## config.mk

```make
export PLATFORM = sky130hd
export DESIGN_NAME = ex_alu_sequencer
export DESIGN_NICKNAME = d
export VERILOG_FILES = /design/src/rtl/ex_alu_sequencer.sv
export SDC_FILE = /design/constraint.sdc
export NUM_CORES = 1
export LEC_CHECK = 0
export BUFFER_PORTS_ARGS = -buffer_cell sky130_fd_sc_hd__buf_2
export CAP_MARGIN = 20
export CELL_PAD_IN_SITES_DETAIL_PLACEMENT = 0
export CELL_PAD_IN_SITES_GLOBAL_PLACEMENT = 1
export CORE_MARGIN = 2
export CORE_UTILIZATION = 37
export CTS_BUF_LIST = sky130_fd_sc_hd__clkbuf_8 sky130_fd_sc_hd__clkbuf_16
export DETAILED_ROUTE_END_ITERATION = 6
export MAX_ROUTING_LAYER = met4
export PLACE_DENSITY_LB_ADDON = 0.15
export SYNTH_ARGS = -nofsm -noshare
export SYNTH_HDL_FRONTEND = slang
export SYNTH_SLANG_ARGS = --single-unit
```

## constraint.sdc

```tcl
create_clock -name clk -period 3.9 [get_ports clk]
set_clock_uncertainty 0.05 [all_clocks]
set_input_delay 0.78 -clock clk [delete_from_list [all_inputs] [get_ports clk]]
set_output_delay 0.78 -clock clk [all_outputs]
set_load 0.1 [all_outputs]
```

## src/rtl/ex_alu_sequencer.sv

```systemverilog
// EX-stage ALU sequencer: decodes the ALU operation, sequences multi-cycle
// multiplies and hands results to MEM with a valid/ready handshake.
module ex_alu_sequencer #(
  parameter int MUL_CYCLES = 4
) (
  input  logic        clk,
  input  logic        rst_n,
  input  logic        id_valid,
  output logic        id_ready,
  input  logic [1:0]  aluop,
  input  logic [2:0]  funct3,
  input  logic        funct7,
  input  logic        is_mul,
  input  logic        flush,
  input  logic        ex_ready,
  output logic        ex_valid,
  output logic [2:0]  operation,
  output logic        illegal,
  output logic        mul_start,
  output logic        mul_busy,
  output logic [15:0] stall_cnt
);

  localparam int CW = (MUL_CYCLES <= 2) ? 1 : $clog2(MUL_CYCLES);
  localparam logic [CW-1:0] CNT_LOAD = CW'(MUL_CYCLES - 1);

  typedef enum logic [1:0] {IDLE, MUL, VALID} state_t;

  state_t        state, state_nxt;
  logic [CW-1:0] cnt, cnt_nxt;
  logic          accept;
  logic [2:0]    dec_op;
  logic          dec_ill;

  // Every legal encoding maps to an op other than 111, so 111 alone marks illegal.
  always_comb begin
    dec_op = 3'b111;
    if (is_mul) dec_op = 3'b100;
    else begin
      case (aluop)
        2'b00: dec_op = 3'b000;
        2'b01: dec_op = 3'b001;
        2'b10: begin
          case (funct3)
            3'b000:  dec_op = funct7 ? 3'b001 : 3'b000;
            3'b111:  dec_op = 3'b010;
            3'b110:  dec_op = 3'b011;
            3'b010:  dec_op = 3'b101;
            default: dec_op = 3'b111;
          endcase
        end
        default: dec_op = 3'b111;
      endcase
    end
    dec_ill = (dec_op == 3'b111);
  end

  always_comb begin
    state_nxt = state;
    cnt_nxt   = cnt;
    id_ready  = 1'b0;
    case (state)
      IDLE:    id_ready = 1'b1;
      VALID:   id_ready = ex_ready;
      default: id_ready = 1'b0;
    endcase
    if (flush) id_ready = 1'b0;
    accept = id_valid && id_ready;

    if (flush) begin
      state_nxt = IDLE;
      cnt_nxt   = '0;
    end else if (accept) begin
      state_nxt = is_mul ? MUL : VALID;
      cnt_nxt   = is_mul ? CNT_LOAD : '0;
    end else begin
      case (state)
        // Loaded with MUL_CYCLES-1, so the result is valid MUL_CYCLES cycles after the accept cycle.
        MUL: begin
          cnt_nxt = cnt - CW'(1);
          if (cnt <= CW'(1)) begin
            state_nxt = VALID;
            cnt_nxt   = '0;
          end
        end
        VALID:   if (ex_ready) state_nxt = IDLE;
        default: ;
      endcase
    end
  end

  always_ff @(posedge clk or negedge rst_n) begin
    if (!rst_n) begin
      state     <= IDLE;
      cnt       <= '0;
      mul_start <= 1'b0;
      operation <= 3'b000;
      illegal   <= 1'b0;
      stall_cnt <= 16'h0000;
    end else begin
      state     <= state_nxt;
      cnt       <= cnt_nxt;
      mul_start <= accept && is_mul;
      if (accept) begin
        operation <= dec_op;
        illegal   <= dec_ill;
      end
      if (id_valid && !id_ready && !flush && stall_cnt != 16'hFFFF)
        stall_cnt <= stall_cnt + 16'd1;
    end
  end

  assign ex_valid = (state == VALID);
  assign mul_busy = (state == MUL);

endmodule

```

* Word level (Yosys, flattened, before mapping)
Cells that the tools add are included.
** Word-level totals
- Register bits after elaboration :: 25
- Logic and storage cells :: 50
** Cells by class
- Reduce and logical (&&, ||, !) cells :: 13
- Order comparisons :: 1
- Mux-type cells :: 17
- Add/subtract/negate cells :: 2
- Equality and inequality tests :: 11
** Operators with widths (count)
- $mux 2 :: 10
- $add 16x1->16 const B :: 1
- $ne 16x16->1 const B :: 1
- $pmux 3 s4 :: 1
- $eq 3x3->1 const B :: 3
- $pmux 3 s3 :: 1
- $logic_and 1x1->1 :: 5
- $eq 2x1->1 const B :: 2
- $eq 2x2->1 const B :: 2
- $logic_not 2->1 :: 2
- $ne 4x2->1 const B :: 1
- $ne 4x3->1 const B :: 1
- $pmux 2 s2 :: 1
- $reduce_bool 4->1 :: 1
- $eq 3x2->1 const B :: 1
- $logic_not 3->1 :: 1
- $mux 3 :: 1
- $reduce_and 3->1 :: 1
- $reduce_bool 3->1 :: 1
- $le 2x1->1 const B :: 1
- $logic_not 1->1 :: 2
- $mux 1 :: 2
- $pmux 1 s2 :: 1
- $sub 2x1->2 const B :: 1

* Depth between registers and ports, before layout
Gate-level depths: netlist (run 1).
- Depth after elaboration :: 7
- Depth in mapped cells :: 5
- Mapped depth without buffers :: 5

* Worst setup path before layout (run 1)
OpenSTA, ideal clock, no wires.
- Path type :: input to output
- From :: in ex_ready
- To :: out id_ready
- Path slack :: 0.193 ns
- Stages :: 2
- Data required time :: 3.070 ns
- Arrival time :: 2.877 ns
- Cells stage by stage :: nor2b_1 > nor3_1
** On the way
- Cells in the longest elaborated chain, start to end :: 2
** RTL lines
- start, declared :: line 15 : input logic ex_ready,
- $pmux 1 s2 :: line 62 : case (state)
- $mux 1 :: line 67 : if (flush) id_ready = 1'b0;
- end, declared :: line 9 : output logic id_ready,
Every way passes these cells.

* Final worst setup path (run 1)
- From :: in flush
- To :: out id_ready
** On the way
- Cells in the longest elaborated chain, start to end :: 1
** RTL lines
- start, declared :: line 14 : input logic flush,
- $mux 1 :: line 67
Every way passes these cells.

==> metrics.md, run 1 <==
| Metric | Value |
|---|---|
| Status | completed |
| Placed cell area | 0.00149 mm^2 |
| GRT overflow | 0 |
| Hold Crit Class | reg2reg |
| Most frequent cell after synthesis | dfrtp_1 |
| CP Launch Type | primary input |
| Final Core Density | 0.466 |
| Register bit total from synthesis | 25 |
| Vias in the first global route | 1065 |
| ANT cells | 0 |
| Slew Limit Fails | 0 |
| Total number of vias | 1079 |
| DRC errors left | 0 |
| Mapped Nets | 137 |
| Crit path required time | 3070 ps |
| Row cnt | 21 |
| Reg2Reg Depth | 5 |
| Total Routing Usage GR | 0.157 |
| Most used routing layer | met2 |
| Core footprint | 0.00328 mm^2 |
| Initial Util | 0.382 |
| Slew headroom | 0.623 |
| Mapped cell area | 0.00125 mm^2 |
| Crit-path cells | buf_2, nor3_1, buf_2 |
| Fin crit share | 0.605 |
| Syn-to-layout area delta | 22.2% |
| # IOs | 36 |
| Hpwl dp | 2150 um |
| R2R setup slack | 2040 ps |
| Initial antenna violation count | 0 |
| Ys flop type | dfrtp_1 |
| CP dominant cell by count | buf_2 |
| Post-synth ARST share | 1.00 |
| Die H | 62.2 um |
| FILL cells | 335 |
| Synth cell count leaders | dfrtp_1 (25), xor2_1 (14), nand2_1 (13) |
| Post-synth EDFFs | 0 |
| Post-synth cell types | 32 |
| Post-cts sizing count | 0 |
| F_max | 424 MHz |
| Clk root buf | clkbuf_8 |
| MaxCap Viol Count | 0 |
| Post-synth top area cell | dfrtp_1 |
| CP arrival | 1530 ps |
| Finished Layout Cells | 209 |
| Crit end category | output port |
| Period minus WS final | 2360 ps |
| Setup ws final | 1540 ps |
| Proportion of layout cells with a drive suffix above 1 | 0.276 |
| TritonCTS clock tree | done |
| Pwr dens | 497 mW/mm^2 |
| H-tree depth | 1 |
| Vias per cell | 5.16 |
| Sequential element share of the synthesized area | 0.499 |
| Ranking of synthesized cells by area | dfrtp_1 (50%), xor2_1 (9.8%), nor3_1 (4.0%) |
| Syn Area/Cell | 10.1 um^2 |
| RSZ-0062 raised after global routing | no |
| HP Start | operation[1] |
| First-pass GRT wire length | 4750 um |
| GPL Wtd Cong | 0.876 |
| Hold Fails Final Rpt | 0 |
| Hold_buf cts | 0 |
| Crit Path Max Fanout | 6 |
| CP Class | in2out |
| Place WS | 1550 ps |
| Met2 Resource Use GR | 0.261 |
| Reg-to-reg endpoint | stall_cnt[1] |
| DR WL/cell | 13.4 um |
| Final wirelength | 2790 um |
| Post CTS Setup Buffer Count | 0 |
| Cells after synthesis | 124 |
| DRT Pass-1 Iters | 4 |
| Worst skew pair latency | 260 ps |
| Met3 GRT Util | 0.0362 |
| TritonCTS Buffers | 3 |
| Synth top area share | 0.499 |
| I/O Buffers | 35 |
| Actual slew at the worst max-slew pin | 562 ps |
| Setup Viol. Count Final | 0 |
| Clock tree sinks | 25 |
| Met1 Use GR | 0.190 |
| Hold Slack | 431 ps |
| RR Startpoint | stall_cnt[1] |
| Post-route cell area | 0.00153 mm^2 |
| Die width | 62.2 um |
| Final setup TNS | 0 ps |
| Total power | 0.761 mW |
| Static leakage | 0.818 nW |
| Die footprint | 0.00387 mm^2 |
| Hold Crit Depth | 2 |
| Largest net degree at the start of global routing | 26 |
| Layout Nets | 177 |
| Hold endpoint | operation[1] |
| Routed Antenna Nets | 0 |
| Initial DRC Count | 65 |
| YS warnings | 0 |
| CP max stage delay | 450 ps |
| Clock Path Buffers | 2 |
| Max VDD drop | 285 uV |
| Max stage delay cell, worst path | buf_2 |
| Dpl cells | 205 |
| Clock slew at reported path FFs | 80 ps |
## worst max-delay path by stage
stage / cells past startpoint / startpoint / to / slack [ps]
3_3_place_gp: 3 / flush / id_ready / 1550
3_5_place_dp: 3 / flush / id_ready / 1550
5_1_grt: 4 / ex_ready / id_ready / 1470
4_1_cts: 3 / flush / id_ready / 1550
6_report: 3 / flush / id_ready / 1540
2_1_floorplan: 2 / ex_ready / id_ready / 190
## sequential cells by signal, indices dropped and copies added (netlist names)
register,flops
state,2
illegal,1
stall_cnt,16
cnt,2
mul_start,1
operation,3
## metal layers
layer | part of all wire | up-vias
li1 | - | 533
met5 | 0 | -
met1 | 0.45 | 520
met2 | 0.50 | 24
met3 | 0.044 | 2
met4 | 0.0064 | 0
## critical path, delay by kind of cell
family | cells | cell delay (ps)
buf+inv | 2 | 590
simple gates | 1 | 160
## cell type report
| class | count | area [um^2] | area share |
|---|---|---|---|
| Timing Repair Buffer | 35 | 175 | 0.114 |
| Sequential cell | 25 | 626 | 0.408 |
| Clock inverter | 1 | 3.75 | 0.00245 |
| Multi-Input combinational cell | 95 | 613 | 0.400 |
| Tap cell | 46 | 57.6 | 0.0376 |
| Clock buffer | 3 | 41.3 | 0.0270 |
| Inverter | 4 | 15.0 | 0.00980 |
## cell usage in the layout (no fill, tap or decap), types with 4 or more instances in the layout
master	synthesis	layout
buf_2	0	35
nor4_1	5	5
nor2_1	5	5
nand4_1	4	4
a21oi_1	6	6
xor2_1	14	14
nor3_1	10	10
nand3_1	7	7
inv_1	4	5
nand2_1	13	13
dfrtp_1	25	25
## cells by family (layout without fill, tap and decap cells)
group | after synthesis | count (layout) | share of synthesized area
XOR/XNOR | 14 | 14 | 0.0978
adder cells (fa/ha/maj) | 1 | 1 | 0.00998
AO/OA/AOI/OAI | 17 | 17 | 0.0858
flip-flops | 25 | 25 | 0.499
AND/OR/NAND/NOR | 61 | 61 | 0.274
buffers and inverters | 4 | 43 | 0.0120
multiplexers | 2 | 2 | 0.0210
## power by group
part	total [mW]	internal, mW	switching [mW]
Sequential	0.318	0.285	0.0332
Combinational	0.297	0.0531	0.244
Clock	0.146	0.0703	0.0760
Total	0.761	0.409	0.353
(Power assumes the default switching activity.)
==> run 2: changes to the inputs <==
==> constraint.sdc (replaced) <==
create_clock -name clk -period 2.2 [get_ports clk]
set_clock_uncertainty 0.05 [all_clocks]
set_input_delay 0.44 -clock clk [delete_from_list [all_inputs] [get_ports clk]]
set_output_delay 0.44 -clock clk [all_outputs]
set_load 0.1 [all_outputs]
==> run 2 against run 1 <==
- utilization increased by 0.80 points
- sequential cell count unchanged
- critical path depth unchanged
- sequential power increased by 79%
- combinational power increased by 77%
- die area unchanged
- setup slack got worse by 1300 ps
- highest routed layer unchanged
==> metrics.md, run 2 (same netlist as run 1, synthesis figures left out) <==
| Metric | Value |
|---|---|
| Hold Crit Class | in2async |
| Crit path max-delay family | buffers and inverters |
| Hold Slack | 105 ps (-326 ps) |
| Row cnt | 21 (unchanged) |
| Largest net degree at the start of global routing | 26 (unchanged) |
| Hold_buf cts | 0 (unchanged) |
| RR Startpoint | stall_cnt[0] |
| Crit-path cells | nor2b_1, nor3_2, buf_2 |
| Setup ws final | 276 ps (-1270 ps) |
| Fin crit share | 0.874 |
| Actual slew at the worst max-slew pin | 550 ps (-11.6 ps) |
| Vias in the first global route | 958 (-10%) |
| Initial Util | 0.382 (unchanged) |
| Worst skew pair latency | 260 ps (about the same) |
| Total Routing Usage GR | 0.141 (-0.0162) |
| Proportion of layout cells with a drive suffix above 1 | 0.380 (+0.104) |
| H-tree depth | 1 (unchanged) |
| Initial antenna violation count | 0 (unchanged) |
| FILL cells | 329 (-1.8%) |
| Reg-to-reg endpoint | stall_cnt[1] |
| Final Core Density | 0.474 (+0.00800) |
| DRC errors left | 0 (unchanged) |
| Crit Path Max Fanout | 5 (-1) |
| TritonCTS Buffers | 3 (unchanged) |
| Reg2Reg Depth | 5 (unchanged) |
| GRT overflow | 0 (unchanged) |
| # IOs | 36 (unchanged) |
| Layout Nets | 177 (unchanged) |
| Commonest non-fill, non-tap cells in the layout | buf_2 (35), dfrtp_2 (15), xor2_1 (14) |
| Max reg flops | 16 (unchanged) |
| Largest regs | stall_cnt: 16 flops, operation: 3 flops |
| Max VDD drop | 388 uV (+36%) |
| Pwr dens | 871 mW/mm^2 (+75%) |
| Commonest non-fill, non-tap cell in the layout | buf_2 |
| Slew Limit Fails | 0 (unchanged) |
| TritonCTS clock tree | done |
| DRT Pass-1 Iters | 4 (unchanged) |
| Clk root buf | clkbuf_8 |
| CP max stage delay | 450 ps (about the same) |
| CP Launch Type | register |
| Die width | 62.2 um (unchanged) |
| Post-cts sizing count | 0 (unchanged) |
| Post CTS Setup Buffer Count | 0 (unchanged) |
| Core footprint | 0.00328 mm^2 (unchanged) |
| Final wirelength | 2640 um (-5.5%) |
| GPL Wtd Cong | 0.863 (-1.6%) |
| Initial DRC Count | 48 (-26%) |
| Worst Setup SP | state[1] |
| Period minus WS final | 1920 ps |
| Total number of vias | 1065 (-1.3%) |
| Hold Fails Final Rpt | 0 (unchanged) |
| CP arrival | 1430 ps (-100 ps) |
| Worst Path Buf+Inv | 1 (-1) |
| ANT cells | 0 (unchanged) |
| Place WS | 335 ps (-1210 ps) |
| I/O Buffers | 35 (unchanged) |
| MaxCap Viol Count | 0 (unchanged) |
| Total power | 1.36 mW (+78%) |
| RSZ-0062 raised after global routing | no |
| Hpwl dp | 2040 um (-4.8%) |
| Routed Antenna Nets | 0 (unchanged) |
| Vias per cell | 5.10 (-1.3%) |
| Clock slew at reported path FFs | 80 ps (about the same) |
| Clock Path Buffers | 2 (unchanged) |
| F_max | 520 MHz |
| Crit path required time | 1710 ps (-1360 ps) |
| Syn-to-layout area delta | 24.3% |
| Max stage delay cell, worst path | buf_2 |
| Die H | 62.2 um (unchanged) |
| Clock tree sinks | 25 (unchanged) |
| CP Class | reg2out |
| First-pass GRT wire length | 4330 um (-8.9%) |
| Top reg by flops | stall_cnt |
| DR WL/cell | 12.6 um (-5.5%) |
| Die footprint | 0.00387 mm^2 (unchanged) |
| Slew headroom | 0.631 (+0.00782) |
| Status | completed |
| Setup Viol. Count Final | 0 (unchanged) |
| Static leakage | 0.796 nW (-2.7%) |
| Crit end category | output port |
| R2R setup slack | 410 ps (-1630 ps) |
[run 2: cell types whose count changed in the layout (fill, tap and decap cells not counted)]
cell | previous run | this run
nor2b_2 | 0 | 1
nor3_1 | 10 | 9
nor2b_1 | 3 | 2
nor3_2 | 0 | 1
dfrtp_2 | 0 | 15
dfrtp_1 | 25 | 10
[run 2: how the worst max path moves through the flow]
stage,depth (start not counted),end,slack [ps]
global route,3,id_ready,210
CTS,3,id_ready,280
detailed placement,5,stall_cnt[15],340
finish,3,id_ready,280
floorplan,2,id_ready,-10
global placement,5,stall_cnt[15],380
[run 2: per-layer routing]
metal  vias up  GRT usage  share of wire
li1        527          -              -
met1       507      0.179           0.45
met2        27      0.234           0.49
met3         4     0.0272          0.049
met4         0     0.0333         0.0080
met5         -          -              0
[run 2: final cells by class]
type | count | area, um^2 | area share
repair buffers | 35 | 175 | 0.112
clock buffers | 3 | 41.3 | 0.0265
clock inverters | 1 | 3.75 | 0.00241
inverters | 4 | 15.0 | 0.00964
flip-flops and latches | 25 | 644 | 0.414
well taps | 46 | 57.6 | 0.0369
multi-input cells | 95 | 621 | 0.398
[run 2: per-stage QoR]
step / std cells / cell area [um^2] / setup TNS [ps]
after detailed placement: 205 / 1510 / 0
after global routing: 209 / 1560 / 0
after floorplan: 124 / 1280 / -14.6
final: 209 / 1560 / 0
after CTS: 209 / 1560 / 0
after global placement: 205 / 1510 / 0
[run 2: power by group]
group / switching (mW) / total (mW) / internal, mW
Combinational: 0.430 / 0.525 / 0.0956
Clock: 0.136 / 0.261 / 0.125
Sequential: 0.0583 / 0.570 / 0.512
